--- src/rtl/qdr_req_buffer_pkg.sv ---
// Shared widths and packed request-entry layout for the QDR request buffer.
// Entry layout, MSB to LSB: {addr, wr, rd, data, be}.
package qdr_req_buffer_pkg;

  localparam int QDR_ADDR_WIDTH_D = 21;
  localparam int QDR_DATA_WIDTH_D = 36;
  localparam int QDR_BW_WIDTH_D   = 2;
  localparam int FIFO_AWIDTH_D    = 3;
  localparam int OUTST_WIDTH_D    = 5;

  localparam int BE_LSB = 0;

  function automatic int f_data_lsb(input int bw);
    return 2 * bw;
  endfunction

  function automatic int f_rd_bit(input int dw, input int bw);
    return 2 * bw + 2 * dw;
  endfunction

  function automatic int f_wr_bit(input int dw, input int bw);
    return f_rd_bit(dw, bw) + 1;
  endfunction

  function automatic int f_addr_lsb(input int dw, input int bw);
    return f_rd_bit(dw, bw) + 2;
  endfunction

  function automatic int f_entry_w(input int aw, input int dw, input int bw);
    return f_addr_lsb(dw, bw) + aw;
  endfunction

endpackage

--- src/rtl/qdr_req_fifo.sv ---
// Synchronous first-word-fall-through FIFO; the head entry is visible on o_dout
// whenever o_empty is low. A push while full is refused even if a pop occurs.
module qdr_req_fifo #(
  parameter int WIDTH  = 8,
  parameter int AWIDTH = 3
) (
  input  logic             i_clk,
  input  logic             i_rst,
  input  logic             i_push,
  input  logic [WIDTH-1:0] i_din,
  input  logic             i_pop,
  output logic [WIDTH-1:0] o_dout,
  output logic             o_empty,
  output logic             o_full
);

  localparam int DEPTH = 1 << AWIDTH;
  localparam logic [AWIDTH:0] DEPTH_CNT = DEPTH[AWIDTH:0];

  logic [WIDTH-1:0]  r_mem [DEPTH];
  logic [AWIDTH-1:0] r_wptr;
  logic [AWIDTH-1:0] r_rptr;
  logic [AWIDTH:0]   r_count;
  logic              w_wr;
  logic              w_rd;

  assign o_empty = (r_count == '0);
  assign o_full  = (r_count == DEPTH_CNT);
  assign o_dout  = r_mem[r_rptr];

  // Fullness is judged on the pre-edge count, so a same-cycle pop never frees a slot early.
  assign w_wr = i_push & ~o_full;
  assign w_rd = i_pop & ~o_empty;

  always_ff @(posedge i_clk) begin
    if (w_wr) r_mem[r_wptr] <= i_din;
  end

  always_ff @(posedge i_clk) begin
    if (i_rst) begin
      r_wptr  <= '0;
      r_rptr  <= '0;
      r_count <= '0;
    end else begin
      if (w_wr) r_wptr <= r_wptr + 1'b1;
      if (w_rd) r_rptr <= r_rptr + 1'b1;
      case ({w_wr, w_rd})
        2'b10:   r_count <= r_count + 1'b1;
        2'b01:   r_count <= r_count - 1'b1;
        default: r_count <= r_count;
      endcase
    end
  end

endmodule

--- src/rtl/qdr_req_buffer.sv ---
// Buffers fabric QDR requests and issues them in order to the sniffer slave port,
// tracking in-flight reads and registering read returns back to the fabric.
module qdr_req_buffer
  import qdr_req_buffer_pkg::*;
#(
  parameter int QDR_ADDR_WIDTH = QDR_ADDR_WIDTH_D,
  parameter int QDR_DATA_WIDTH = QDR_DATA_WIDTH_D,
  parameter int QDR_BW_WIDTH   = QDR_BW_WIDTH_D,
  parameter int FIFO_AWIDTH    = FIFO_AWIDTH_D,
  parameter int OUTST_WIDTH    = OUTST_WIDTH_D
) (
  input  logic                        qdr_clk,
  input  logic                        qdr_rst,
  input  logic [QDR_ADDR_WIDTH-1:0]   user_addr,
  input  logic                        user_wr_strb,
  input  logic [2*QDR_DATA_WIDTH-1:0] user_wr_data,
  input  logic [2*QDR_BW_WIDTH-1:0]   user_wr_be,
  input  logic                        user_rd_strb,
  output logic                        user_full,
  output logic [2*QDR_DATA_WIDTH-1:0] user_rd_data,
  output logic                        user_rd_dvld,
  output logic [31:0]                 slave_addr,
  output logic                        slave_wr_strb,
  output logic [2*QDR_DATA_WIDTH-1:0] slave_wr_data,
  output logic [2*QDR_BW_WIDTH-1:0]   slave_wr_be,
  output logic                        slave_rd_strb,
  input  logic                        slave_ack,
  input  logic [2*QDR_DATA_WIDTH-1:0] slave_rd_data,
  input  logic                        slave_rd_dvld,
  output logic                        overflow_err,
  output logic                        underflow_err,
  output logic [15:0]                 drop_cnt,
  output logic [OUTST_WIDTH-1:0]      outstanding
);

  localparam int DW2      = 2 * QDR_DATA_WIDTH;
  localparam int BW2      = 2 * QDR_BW_WIDTH;
  localparam int DATA_LSB = f_data_lsb(QDR_BW_WIDTH);
  localparam int RD_BIT   = f_rd_bit(QDR_DATA_WIDTH, QDR_BW_WIDTH);
  localparam int WR_BIT   = f_wr_bit(QDR_DATA_WIDTH, QDR_BW_WIDTH);
  localparam int ADDR_LSB = f_addr_lsb(QDR_DATA_WIDTH, QDR_BW_WIDTH);
  localparam int ENTRY_W  = f_entry_w(QDR_ADDR_WIDTH, QDR_DATA_WIDTH, QDR_BW_WIDTH);
  localparam logic [OUTST_WIDTH-1:0] OUTST_MAX = '1;

  logic [ENTRY_W-1:0]        w_din;
  logic [ENTRY_W-1:0]        w_head;
  logic                      w_empty;
  logic                      w_full;
  logic                      w_push_req;
  logic                      w_pop;
  logic                      w_rd_pop;
  logic [QDR_ADDR_WIDTH-1:0] w_head_addr;
  logic [DW2-1:0]            w_head_data;
  logic [BW2-1:0]            w_head_be;

  logic [QDR_ADDR_WIDTH-1:0] r_hold_addr;
  logic [DW2-1:0]            r_hold_data;
  logic [BW2-1:0]            r_hold_be;
  logic [OUTST_WIDTH-1:0]    r_outst;
  logic                      r_ovf;
  logic                      r_unf;
  logic [15:0]               r_drop;
  logic                      r_rd_dvld;
  logic [DW2-1:0]            r_rd_data;

  assign w_push_req = user_wr_strb | user_rd_strb;
  assign w_din      = {user_addr, user_wr_strb, user_rd_strb, user_wr_data, user_wr_be};
  assign w_pop      = ~w_empty & slave_ack;

  qdr_req_fifo #(
    .WIDTH  (ENTRY_W),
    .AWIDTH (FIFO_AWIDTH)
  ) u_fifo (
    .i_clk   (qdr_clk),
    .i_rst   (qdr_rst),
    .i_push  (w_push_req),
    .i_din   (w_din),
    .i_pop   (w_pop),
    .o_dout  (w_head),
    .o_empty (w_empty),
    .o_full  (w_full)
  );

  assign w_head_addr = w_head[ADDR_LSB +: QDR_ADDR_WIDTH];
  assign w_head_data = w_head[DATA_LSB +: DW2];
  assign w_head_be   = w_head[BE_LSB +: BW2];
  assign w_rd_pop    = w_pop & w_head[RD_BIT];

  // Slave address/data/be keep showing the last head once the queue drains.
  always_ff @(posedge qdr_clk) begin
    if (qdr_rst) begin
      r_hold_addr <= '0;
      r_hold_data <= '0;
      r_hold_be   <= '0;
    end else if (!w_empty) begin
      r_hold_addr <= w_head_addr;
      r_hold_data <= w_head_data;
      r_hold_be   <= w_head_be;
    end
  end

  always_ff @(posedge qdr_clk) begin
    if (qdr_rst) begin
      r_outst   <= '0;
      r_ovf     <= 1'b0;
      r_unf     <= 1'b0;
      r_drop    <= '0;
      r_rd_dvld <= 1'b0;
      r_rd_data <= '0;
    end else begin
      r_rd_dvld <= slave_rd_dvld;
      r_rd_data <= slave_rd_data;
      if (w_push_req && w_full) begin
        r_ovf <= 1'b1;
        if (r_drop != 16'hFFFF) r_drop <= r_drop + 16'd1;
      end
      // A read issue and a read return in the same cycle cancel out.
      if (w_rd_pop && !slave_rd_dvld) begin
        if (r_outst == OUTST_MAX) r_ovf <= 1'b1;
        else r_outst <= r_outst + 1'b1;
      end else if (!w_rd_pop && slave_rd_dvld) begin
        if (r_outst == '0) r_unf <= 1'b1;
        else r_outst <= r_outst - 1'b1;
      end
    end
  end

  assign user_full     = w_full;
  assign user_rd_data  = r_rd_data;
  assign user_rd_dvld  = r_rd_dvld;
  assign slave_wr_strb = ~w_empty & w_head[WR_BIT];
  assign slave_rd_strb = ~w_empty & w_head[RD_BIT];
  assign slave_addr    = 32'(w_empty ? r_hold_addr : w_head_addr);
  assign slave_wr_data = w_empty ? r_hold_data : w_head_data;
  assign slave_wr_be   = w_empty ? r_hold_be : w_head_be;
  assign overflow_err  = r_ovf;
  assign underflow_err = r_unf;
  assign drop_cnt      = r_drop;
  assign outstanding   = r_outst;

endmodule
--- config.mk ---
export PLATFORM = sky130hd
export DESIGN_NAME = qdr_req_buffer
export DESIGN_NICKNAME = d
export VERILOG_FILES = /design/src/rtl/qdr_req_buffer_pkg.sv /design/src/rtl/qdr_req_fifo.sv /design/src/rtl/qdr_req_buffer.sv
export SDC_FILE = /design/constraint.sdc
export NUM_CORES = 1
export LEC_CHECK = 0
export CAP_MARGIN = 20
export CORE_MARGIN = 3
export CORE_UTILIZATION = 61
export DETAILED_ROUTE_END_ITERATION = 16
export GPL_ROUTABILITY_DRIVEN = 0
export PLACE_DENSITY = 0.85
export SETUP_SLACK_MARGIN = 0.2
export SKIP_LAST_GASP = 1
export SYNTH_ARGS = -nofsm -noshare
export SYNTH_HDL_FRONTEND = slang
export SYNTH_HIERARCHICAL = 1
export SYNTH_SLANG_ARGS = --single-unit
--- constraint.sdc ---
create_clock -name qdr_clk -period 23.9 [get_ports qdr_clk]
set_input_delay 5.975 -clock qdr_clk [delete_from_list [all_inputs] [get_ports qdr_clk]]
set_output_delay 5.975 -clock qdr_clk [all_outputs]
set_load 0.05 [all_outputs]
==> impl_metrics.yaml <==
worst_setup_path:
  worstSetupPathType: "reg2out"
  critPathMaxFanout: 74
  endpoint_kind: "primary output"
  worstPathArrival_ns: 5.30
  path_cells: "buf_4, buf_4, mux4_2, mux2_2, mux2_2, clkdlybuf4s50_1"
  crit_path_start_kind: "flop"
  cp.required_ns: 17.93
  critPathSlowestCell: "buf_4"
  critical-path-max-stage-delay_ns: 0.97
status:
  outcome: "completed"
clocking:
  clkLatencyLatePin_ns: 0.66
  path_clk_slew_ns: 0.06
  clock_sinks: 998
  cts_hold_buf: 0
  post_cts_buffers: 0
  cts_tree: "yes"
  ctsHtreeMaxLevel: 3
  cts_buffers: 96
  cts_resized: 0
  clock-root-buffer: "clkbuf_16"
  clock_path_buffers: 3
floorplanning:
  die_height_um: 255
  core_um2: 60900
  die_area_um2: 65200
  io_pins: 382
  initial_core_util_pct: 62.2
  fp.dieW_um: 255
  core.rowCount: 90
pwr:
  p_total_mw: 5.74
  cellLeakagePower_nw: 15.1
  p_per_area_nw_per_um2: 126
  peakVddDrop_uv: 130
synth:
  post_synth_num_cell_types: 59
  synth_area_per_cell_um2: 20.3
  seq_area_frac_synth_pct: 73.6
  async_reset_ff_share_pct: 0
  netlist_area_um2: 37900
  ys_ff_latch: 998
  ys_warn_count: 6
  synth-edff-count: 792
  synthFlopType: "edfxtp_1"
  synthCells: 1864
grt:
  gr-usage-all-layers_pct: 25.6
  grt_pass1_wl_mm: 123
  antenna_found_initial: 9
  grt_max_degree: 108
  grt_overflow: 0
  grt_pass1_vias: 20017
layout:
  final_common_cell: "edfxtp_1"
  area_growth_pct: 20.5
  fillers: 3288
  final_cell_mix: "792 x edfxtp_1, 369 x clkdlybuf4s50_1, 203 x dfxtp_1"
  drive_gt1_share_pct: 25.7
  num-nets-final: 2454
routing:
  first_pass_iters: 5
  post-route-drc-count: 0
  routed_via_density: 6.04
  drt-initial-drc-count: 1629
  ant_nets: 0
  wl_per_cell_um: 26.0
  dr_total_vias: 19271
  finalWirelength_mm: 83.1
timing:
  slew_headroom_pct: 26.9
  hold_viol_final: 0
  fmax_mhz: 88.7
  finalCritPeriodShare_pct: 47.2
  rsz0062_at_grt: "false"
  tightest_slew_ns: 1.10
  fin_skew_ns: 0.0360
  fin_tns_setup_ns: 0
  final_max_slew_viol_count: 0
  setup_viol: 0
  period_minus_slack_ns: 11.28
placement:
  place_hpwl_mm: 45.4
  port_buffers: 370
flow_run:
  max_cap_violations: 0
hold_path:
  min_path_type: "reg2reg"
## area by class of cell
| type | count | area [um2] | area share [%] |
|---|---|---|---|
| diodes | 13 | 32.5 | 0.0712 |
| clock buffers | 130 | 2670 | 5.85 |
| clock inverters | 52 | 617 | 1.35 |
| inverters | 9 | 35.0 | 0.0767 |
| multi-input cells | 761 | 9360 | 20.5 |
| flip-flops and latches | 998 | 27900 | 61.1 |
| well taps | 828 | 1040 | 2.27 |
| repair buffers | 400 | 4010 | 8.78 |
## per-stage QoR
stage                     instance area [um2]  hold slack, ns  cells  utilization (%)  setup WS [ns]
after floorplan                         37900           0.485   1874                -           7.54
after global placement                  42300           0.484   2992             69.4          13.37
after CTS                               45500           0.525   3174             74.8          12.58
final                                   45700           0.531   3191             75.0          12.62
after detailed placement                42300           0.508   2992             69.4          13.30
after global routing                    45600           0.552   3179             74.9          12.41
## logic make-up (layout without fill, tap and decap cells)
group	Yosys count	count (layout)	share of synthesized area [%]
mux	398	398	18.5
other cells	1	24	0.00990
buf+inv	115	591	1.92
flops	998	998	73.6
simple gates	275	275	4.37
xor+xnor	9	9	0.208
compound gates	55	55	0.931
fa+ha+maj	13	13	0.449
## critical path, delay by kind of cell (launching register included)
kind | cells | cell delay, ns
buffers and inverters | 3 | 2.62
DFF | 1 | 0.86
muxes | 3 | 0.99
## power by group
| part | switching, mW | internal, mW | total, mW |
|---|---|---|---|
| Combinational | 1.19 | 0.827 | 2.02 |
| Clock | 0.642 | 0.902 | 1.54 |
| Sequential | 0.0860 | 2.09 | 2.18 |
## synthesized netlist by cell type, drive strengths merged (9+ instances only)
cell type	count	share of area, %
edfxtp	792	63
dfxtp	206	11
mux2	198	6.7
mux4	198	12
and2	99	1.6
nor2b	76	1.3
buf	58	1.4
clkbuf	48	0.48
a21oi	24	0.33
nor2	20	0.20
nand2	14	0.15
nand3	13	0.17
nor3	13	0.17
ha	12	0.40
inv	9	0.089
o21ai	9	0.12
## worst paths after layout
check                                 from  slack [ns]  cells past startpoint                     endpoint
setup / recovery                      flop       12.62                      6                slave_addr[2]
hold / removal    drop_cnt[7]$_SDFFE_PP0P_        0.53                      2     drop_cnt[7]$_SDFFE_PP0P_
setup reg to reg                      flop       18.39                     12  outstanding[4]$_SDFFE_PP0P_
hold reg to reg   drop_cnt[7]$_SDFFE_PP0P_        0.53                      2     drop_cnt[7]$_SDFFE_PP0P_
## layer usage
layer / GRT usage (%) / part of all wire, % / up-vias
met5: 0 / 0.065 / -
met4: 9.27 / 3.0 / 10
met3: 5.98 / 8.0 / 176
met2: 42.6 / 50 / 853
met1: 33.5 / 39 / 10028
li1: - / - / 8204
## state kept, by name, summed over array words and instances (netlist names), named ones only
register and count:
drop_cnt 16, outstanding 5, overflow_err 1, r_hold_addr 21, r_hold_be 4, r_hold_data 72
u_fifo/r_count 4, u_fifo/r_mem 792, u_fifo/r_rptr 3, u_fifo/r_wptr 3, underflow_err 1, user_rd_data 72
user_rd_dvld 1
Note: power is estimated with default switching activity, not from simulation.
